===== config.mk =====
export PLATFORM = sky130hd
export DESIGN_NAME = fht_io_ctrl
export DESIGN_NICKNAME = d
export VERILOG_FILES = /design/src/rtl/fht_pkg.sv /design/src/rtl/fht_io_skid.sv /design/src/rtl/fht_io_ctrl.sv
export SDC_FILE = /design/constraint.sdc
export NUM_CORES = 1
export LEC_CHECK = 0
export CORE_MARGIN = 2
export CORE_UTILIZATION = 46
export CTS_CLUSTER_SIZE = 14
export DETAILED_ROUTE_END_ITERATION = 16
export GPL_TIMING_DRIVEN = 1
export PLACE_DENSITY = 0.81
export SETUP_SLACK_MARGIN = 0.2
export SLEW_MARGIN = 20
export SYNTH_ARGS = -nofsm -noshare
export SYNTH_HDL_FRONTEND = slang
export SYNTH_SLANG_ARGS = --single-unit

===== constraint.sdc =====
create_clock -name iCLK -period 2.2 [get_ports iCLK]
set_input_delay 0.22 -clock iCLK [delete_from_list [all_inputs] [get_ports iCLK]]
set_output_delay 0.22 -clock iCLK [all_outputs]
set_load 0.03 [all_outputs]

===== src/rtl/fht_pkg.sv =====
// Shared types for the FHT I/O controller: FSM state encoding and frame-length helper.
package fht_pkg;

    typedef enum logic [2:0] {
        ST_LOAD,
        ST_START,
        ST_WAIT_LOW,
        ST_WAIT_HIGH,
        ST_UNLOAD
    } fht_state_e;

    // Four banks of 2^a_bit words each make up one frame.
    function automatic int unsigned fht_points(input int unsigned a_bit);
        return 32'd4 << a_bit;
    endfunction

endpackage


===== src/rtl/fht_io_skid.sv =====
// Two-entry output FIFO; a push and a pop may share a cycle even when full.
module fht_io_skid #(
    parameter int D_BIT = 16
) (
    input  logic             clk,
    input  logic             rst_n,
    input  logic             push_i,
    input  logic [D_BIT-1:0] data_i,
    input  logic             pop_i,
    output logic [D_BIT-1:0] data_o,
    output logic             valid_o,
    output logic [1:0]       count_o
);
    logic [D_BIT-1:0] mem_q [2];
    logic             wr_ptr_q;
    logic             rd_ptr_q;
    logic [1:0]       cnt_q;
    logic             pop_do;

    assign pop_do  = pop_i && (cnt_q != 2'd0);
    assign valid_o = (cnt_q != 2'd0);
    assign data_o  = mem_q[rd_ptr_q];
    assign count_o = cnt_q;

    always_ff @(posedge clk or negedge rst_n) begin
        if (!rst_n) begin
            for (int i = 0; i < 2; i++) mem_q[i] <= '0;
            wr_ptr_q <= 1'b0;
            rd_ptr_q <= 1'b0;
            cnt_q    <= 2'd0;
        end else begin
            if (push_i) begin
                mem_q[wr_ptr_q] <= data_i;
                wr_ptr_q        <= ~wr_ptr_q;
            end
            if (pop_do) rd_ptr_q <= ~rd_ptr_q;
            cnt_q <= cnt_q + {1'b0, push_i} - {1'b0, pop_do};
        end
    end
endmodule


===== src/rtl/fht_io_ctrl.sv =====
// Frame loader/unloader around an FHT core: fills four banks, kicks the core,
// then streams results out through a credit-limited two-entry FIFO.
module fht_io_ctrl
    import fht_pkg::*;
#(
    parameter int A_BIT = 8,
    parameter int D_BIT = 16
) (
    input  logic             iCLK,
    input  logic             iRESET,
    input  logic [D_BIT-1:0] iDATA,
    input  logic             iVALID,
    output logic             oREADY,
    output logic [A_BIT-1:0] oWR_ADDR,
    output logic [D_BIT-1:0] oWR_DATA,
    output logic [3:0]       oWE,
    output logic             oSTART,
    input  logic             iRDY,
    output logic             oRD_EN,
    output logic [A_BIT-1:0] oRD_ADDR,
    input  logic [D_BIT-1:0] iRD_DATA_0,
    input  logic [D_BIT-1:0] iRD_DATA_1,
    input  logic [D_BIT-1:0] iRD_DATA_2,
    input  logic [D_BIT-1:0] iRD_DATA_3,
    output logic [D_BIT-1:0] oDATA,
    output logic             oVALID,
    input  logic             iREADY,
    output logic             oBUSY
);
    localparam int unsigned POINTS = fht_points(A_BIT);
    localparam int          K_W    = A_BIT + 2;

    fht_state_e       state_q;
    logic [K_W-1:0]   k_q;
    logic [K_W:0]     j_q;        // reads issued; MSB set once the frame is fully read
    logic [K_W-1:0]   pop_cnt_q;
    logic             inflight_q;
    logic [1:0]       sel_q;

    logic             accept;
    logic             pop;
    logic             last_pop;
    logic [1:0]       fifo_cnt;
    logic [2:0]       outstanding;
    logic [D_BIT-1:0] rd_mux;

    assign accept      = (state_q == ST_LOAD) && iVALID;
    assign pop         = oVALID && iREADY;
    assign last_pop    = pop && (pop_cnt_q == K_W'(POINTS - 1));
    assign outstanding = {1'b0, fifo_cnt} + {2'b00, inflight_q};

    assign oREADY   = (state_q == ST_LOAD);
    assign oBUSY    = (state_q != ST_LOAD);
    assign oSTART   = (state_q == ST_START);
    assign oWE      = accept ? (4'b0001 << k_q[1:0]) : 4'b0000;
    assign oWR_ADDR = k_q[K_W-1:2];
    assign oWR_DATA = iDATA;
    assign oRD_EN   = (state_q == ST_UNLOAD) && !j_q[K_W] && (outstanding < 3'd2);
    assign oRD_ADDR = j_q[K_W-1:2];

    always_comb begin
        rd_mux = iRD_DATA_0;
        case (sel_q)
            2'd1:    rd_mux = iRD_DATA_1;
            2'd2:    rd_mux = iRD_DATA_2;
            2'd3:    rd_mux = iRD_DATA_3;
            default: rd_mux = iRD_DATA_0;
        endcase
    end

    always_ff @(posedge iCLK or negedge iRESET) begin
        if (!iRESET) begin
            state_q    <= ST_LOAD;
            k_q        <= '0;
            j_q        <= '0;
            pop_cnt_q  <= '0;
            inflight_q <= 1'b0;
            sel_q      <= 2'd0;
        end else begin
            inflight_q <= oRD_EN;
            if (oRD_EN) begin
                sel_q <= j_q[1:0];
                j_q   <= j_q + 1'b1;
            end
            if (pop) pop_cnt_q <= pop_cnt_q + 1'b1;

            case (state_q)
                ST_LOAD: begin
                    if (accept) begin
                        k_q <= k_q + 1'b1;   // wraps to 0 after the last sample
                        if (k_q == K_W'(POINTS - 1)) state_q <= ST_START;
                    end
                end
                ST_START:     state_q <= ST_WAIT_LOW;
                ST_WAIT_LOW:  if (!iRDY) state_q <= ST_WAIT_HIGH;
                ST_WAIT_HIGH: if (iRDY)  state_q <= ST_UNLOAD;
                ST_UNLOAD: begin
                    if (last_pop) begin
                        state_q   <= ST_LOAD;
                        j_q       <= '0;
                        pop_cnt_q <= '0;
                    end
                end
                default:      state_q <= ST_LOAD;
            endcase
        end
    end

    fht_io_skid #(.D_BIT(D_BIT)) u_skid (
        .clk     (iCLK),
        .rst_n   (iRESET),
        .push_i  (inflight_q),
        .data_i  (rd_mux),
        .pop_i   (iREADY),
        .data_o  (oDATA),
        .valid_o (oVALID),
        .count_o (fifo_cnt)
    );
endmodule


Word-level counts from Yosys, hierarchy flattened
Index checks and enable logic that the tools add are counted.
{ "classes": {"reduce_logical": 12, "add_sub_neg": 6, "n_bitwise": 4, "magnitude_cmp": 4, "n_eq_ne": 14, "shift": 1, "n_mux": 20} }
{ "ops": {"columns": ["operator", "n"], "rows": [
  ["two-way mux 16 bit", 4],
  ["case mux 16 bit (3 select lines)", 1],
  ["two-way mux 11 bit", 3],
  ["bitwise mux 32 bit", 1],
  ["two-way mux 10 bit", 3],
  ["adder 10 x 1 -> 10 bit, second input constant", 2],
  ["equality test 10 bit, second input constant", 2],
  ["demux 16 bit (select 1 bit)", 1],
  ["two-way mux 3 bit", 5],
  ["case mux 3 bit (5 select lines)", 1],
  ["adder 11 x 1 -> 11 bit, second input constant", 1],
  ["equality test 3 x 2 -> 1 bit, second input constant", 2],
  ["logical AND 1 bit", 6],
  ["!= test 2 bit, second input constant", 3],
  ["AND reduction 5 bit", 1],
  ["equality test 2 bit, second input constant", 2],
  [">= comparator 2 bit, second input constant", 2],
  ["two-way mux 4 bit", 1],
  ["!= test 2 x 1 -> 1 bit, second input constant", 2],
  ["inverter 1 -> 2 bit", 2],
  ["left shift 1 x 2 -> 4 bit, first input constant", 1],
  ["adder 2 x 1 -> 3 bit", 1],
  ["equality test 3 x 1 -> 1 bit, second input constant", 1],
  ["equality test 3 bit, second input constant", 1],
  ["other kinds (11)", 12]
]} }
{ "word_totals": {"regBits": 73, "inputBits": 85, "out_inout_bits": 57, "elab_cells": 72} }

Longest topological paths before layout
{ "depth": {"ltp_word": 6, "depth_mapped": 7, "ltp_nobuf": 6} }

Modules after synthesis
Synthesis repeated with hierarchy kept, for this count alone.
{ "hier_totals": {"hier_cells": 326, "hier_area_um2": 4090.2} }
{ "modules_own_cells": {"columns": ["mod", "seq_area_each_um2", "instances", "cells_each", "area_each_um2"], "rows": [
  ["fht_io_ctrl", 925.9, 1, 225, 2464.9],
  ["fht_io_skid", 900.9, 1, 101, 1625.3]
]} }

Worst setup path after synthesis
Ideal clock, no wire load.
{ "synth_path": {"kind": "register to output", "start": "reg state_q[2]", "end": "out oBUSY", "path_buffers": 1, "t_arrival_ns": 1.595, "setup_slack_ns": 0.385, "stages_incl_launch_ff": 4, "required_ns": 1.980, "path_cell_list": "dfrtp_1 -> buf_6 -> nor3_1 -> inv_1"} }
{ "synth_between": {"elab_chain_cells": 1} }
{ "synth_lines": {"columns": ["element", "line_no", "text"], "rows": [
  ["start, declared", "fht_io_ctrl.sv:33", "fht_state_e state_q;"],
  ["start signal, assigned", "fht_io_ctrl.sv:73", "state_q <= ST_LOAD;"],
  ["start signal, assigned", "fht_io_ctrl.sv:91", "if (k_q == K_W'(POINTS - 1)) state_q <= ST_START;"],
  ["start signal, assigned", "fht_io_ctrl.sv:94", "ST_START: state_q <= ST_WAIT_LOW;"],
  ["nonzero test 3 bit", "fht_io_ctrl.sv:53", "assign oBUSY = (state_q != ST_LOAD);"],
  ["end, declared", "fht_io_ctrl.sv:28", "output logic oBUSY"]
]} }
No other way between the ends.

Worst setup path after layout
{ "layout_path": {"start": "reg u_skid.rd_ptr_q", "end": "out oDATA[8]"} }
{ "layout_between": {"elab_chain_cells": 4} }
{ "layout_lines": {"columns": ["element", "line_no", "text"], "rows": [
  ["start, declared", "fht_io_skid.sv:16", "logic rd_ptr_q;"],
  ["start signal, assigned", "fht_io_skid.sv:36", "if (pop_do) rd_ptr_q <= ~rd_ptr_q;"],
  ["inverter 1 -> 2 bit (not written as such)", "fht_io_skid.sv:22", "assign data_o = mem_q[rd_ptr_q];"],
  ["two-way mux 16 bit (not written as such) (3 in series)", "fht_io_skid.sv:22", null],
  ["end, declared", "fht_io_ctrl.sv:25", "output logic [D_BIT-1:0] oDATA,"]
]} }
No other way between the ends. The select of a mux whose other input is x is not followed.

==> impl_metrics.json <==
{
  "die_y_um": 97.8,
  "vias": 2742,
  "hp-class": "input pin to async pin",
  "ys_types": 37,
  "first_iter_violations": 58,
  "cts_tree": "built",
  "final_common_cell": "clkdlybuf4s50_1",
  "hold_viol": 0,
  "final_nets": 505,
  "ant_nets": 0,
  "seq_area_mm2": 0.00183,
  "status": "finished, final reports clean",
  "critPathArrivalTime_ns": 1.70,
  "criticalPathCategory": "flop to output port",
  "grt_pass1_wl_um": 14000,
  "fin_crit_ns": 1.92,
  "cts_root_buf": "clkbuf_8",
  "ys.flop_type": "dfrtp_1",
  "drt_pass1_iterations": 4,
  "worst_slack_ns": 0.276,
  "slew_headroom_pct": 48.7,
  "grt_overflow": 0,
  "cp-end-kind": "output port",
  "clk_pin_slew_worst_paths_ns": 0.08,
  "worst_pin_slew_ns": 0.769,
  "cp_cell_sequence": "buf_4 > mux2_2 > dlygate4sd2_1",
  "cp_max_fo": 16,
  "clkLatencyLatePin_ns": 0.34,
  "grt_max_degree": 51,
  "fin_worst_skew_ns": 0.00880,
  "finalCritPeriodShare_pct": 87.5,
  "die_x_um": 97.8,
  "cts_buffer_depth": 2,
  "rows": 34,
  "start_kind": "flop",
  "async_flop_share_pct": 100,
  "setup_tns_ns": 0,
  "antenna_cells": 0,
  "wl_per_cell_um": 16.0,
  "max-cap-violations": 0,
  "syn_nets": 419,
  "gp_congestion": 0.755,
  "drive_gt1_share_pct": 25.4,
  "place_ws_ns": 0.311,
  "rsz0062_at_grt": "no",
  "path_buf_inv": 2,
  "final_max_slew_viol_count": 0,
  "grt_pass1_vias": 2883,
  "seq_area_frac_synth_pct": 45.2,
  "cts_htree_levels": 3,
  "critPathSlowestCell": "dfrtp_1",
  "syn_avg_cell_area_um2": 12.4,
  "fillers": 711,
  "antenna_found_initial": 0,
  "cp_top_family": "buffers and inverters",
  "p_leak_nw": 2.27,
  "drt_wl_total_um": 8400,
  "setup-violations-final": 0,
  "cts.sinks": 73,
  "port_buffers": 109,
  "cts_buffers": 9,
  "multi_input_area_mm2": 0.00185,
  "yosysWarnings": 0,
  "area_growth_pct": 29.5,
  "power_density_mw_per_mm2": 834,
  "start_util_pct": 46.8,
  "syn-cell-area_mm2": 0.00405,
  "place_hpwl_um": 6250,
  "drc": 0,
  "synth_seq_cells": 73,
  "max_stage_delay_ns": 0.37,
  "core_mm2": 0.00864,
  "syn_inst": 326,
  "max-vdd-ir-drop_v": 0.000578,
  "avgViaCountPerCell": 5.22,
  "track_usage_pct": 18.1,
  "io_pins": 142,
  "final_cell_mix": "clkdlybuf4s50_1, dfrtp_1, mux2_2",
  "max_freq_mhz": 520,
  "synth_edf_count": 0,
  "cp.required_ns": 1.98,
  "die_area_mm2": 0.00956,
  "reg2reg_slack_ns": 0.49
}
-- final timing paths --
check / startpoint / end / cells past startpoint
min: iRESET / u_skid.mem_q[9] / 2
min in group iCLK: iDATA[0] / oWR_DATA[0] / 0
max reg2reg: state_q[1] / k_q[5] / 6
max: u_skid.rd_ptr_q / oDATA[8] / 3
min reg2reg: u_skid.rd_ptr_q / u_skid.rd_ptr_q / 1
max in group asynchronous: iRESET / u_skid.rd_ptr_q / 3
-- power breakdown --
part           switching (mW)  internal (mW)  total (mW)
registers               0.226           1.51        1.74
logic                   0.744          0.662        1.41
clock network           0.472          0.755        1.23
total                    1.44           2.93        4.37
-- Yosys cell counts (all sizes together) (2+ instances only) --
master	count	area [um^2]
and2	6	38.8
and3	5	31.3
and4	4	35.0
buf	44	329
clkbuf	2	7.51
dfrtp	73	1830
ha	8	100
inv	10	37.5
mux2	50	563
mux2i	3	30.0
mux4	16	360
nand2	10	37.5
nand3	11	55.1
nand4	10	68.8
nor2	22	82.6
nor3	3	20.0
nor3b	3	33.8
o21ai	5	25.0
or3	2	12.5
xnor2	14	123
xor2	16	140
-- logic make-up after synthesis --
family          share of synthesized area (%)
simple gates                             11.3
flops                                    45.2
mux                                      23.6
buf+inv                                  9.25
xor+xnor                                 6.50
compound gates                           1.73
fa+ha+maj                                2.47
-- layout make-up --
| cell class | count | share of cell area (%) |
|---|---|---|
| multi-input combinational | 197 | 35.3 |
| sequential | 73 | 34.9 |
| timing repair buffer | 121 | 22.0 |
| tap | 108 | 2.58 |
| clock buffer | 11 | 2.51 |
| clock inverter | 5 | 1.98 |
| inverter | 10 | 0.717 |
-- registers in the layout, indices dropped and copies added, names as in the netlist, 2 cells and up --
signal,cells
u_skid.count_o,2
state_q,3
pop_cnt_q,10
u_skid.mem_q,32
sel_q,2
j_q,11
k_q,10
-- layer usage --
layer | track usage [%] | vias to the layer above | routed length, um
li1 | - | 1287 | -
met1 | 23.9 | 1358 | 3740
met2 | 29.9 | 89 | 4000
met3 | 4.29 | 8 | 569
met4 | 5.34 | 0 | 92
met5 | 0 | - | 0
-- through the flow --
stage	instances	power, mW	hold slack, ns	cell area, um^2	utilization [%]
2_1_floorplan	326	2.76	-0.0756	4050	-
3_3_place_gp	505	3.18	0.231	4990	57.8
3_5_place_dp	505	3.23	0.251	4990	57.8
4_1_cts	525	4.42	0.432	5240	60.6
5_1_grt	525	4.62	0.440	5240	60.6
6_report	525	4.37	0.429	5240	60.6
-- what timing repair did --
action | CTS | global route
buffers inserted | 3 | 0
endpoints found under the setup margin | 21 | 0
endpoints found under the hold margin | 23 | 0
resized for setup | 20 | 0
hold buffers | 1 | 0
Power figures use the tool's default switching activity.
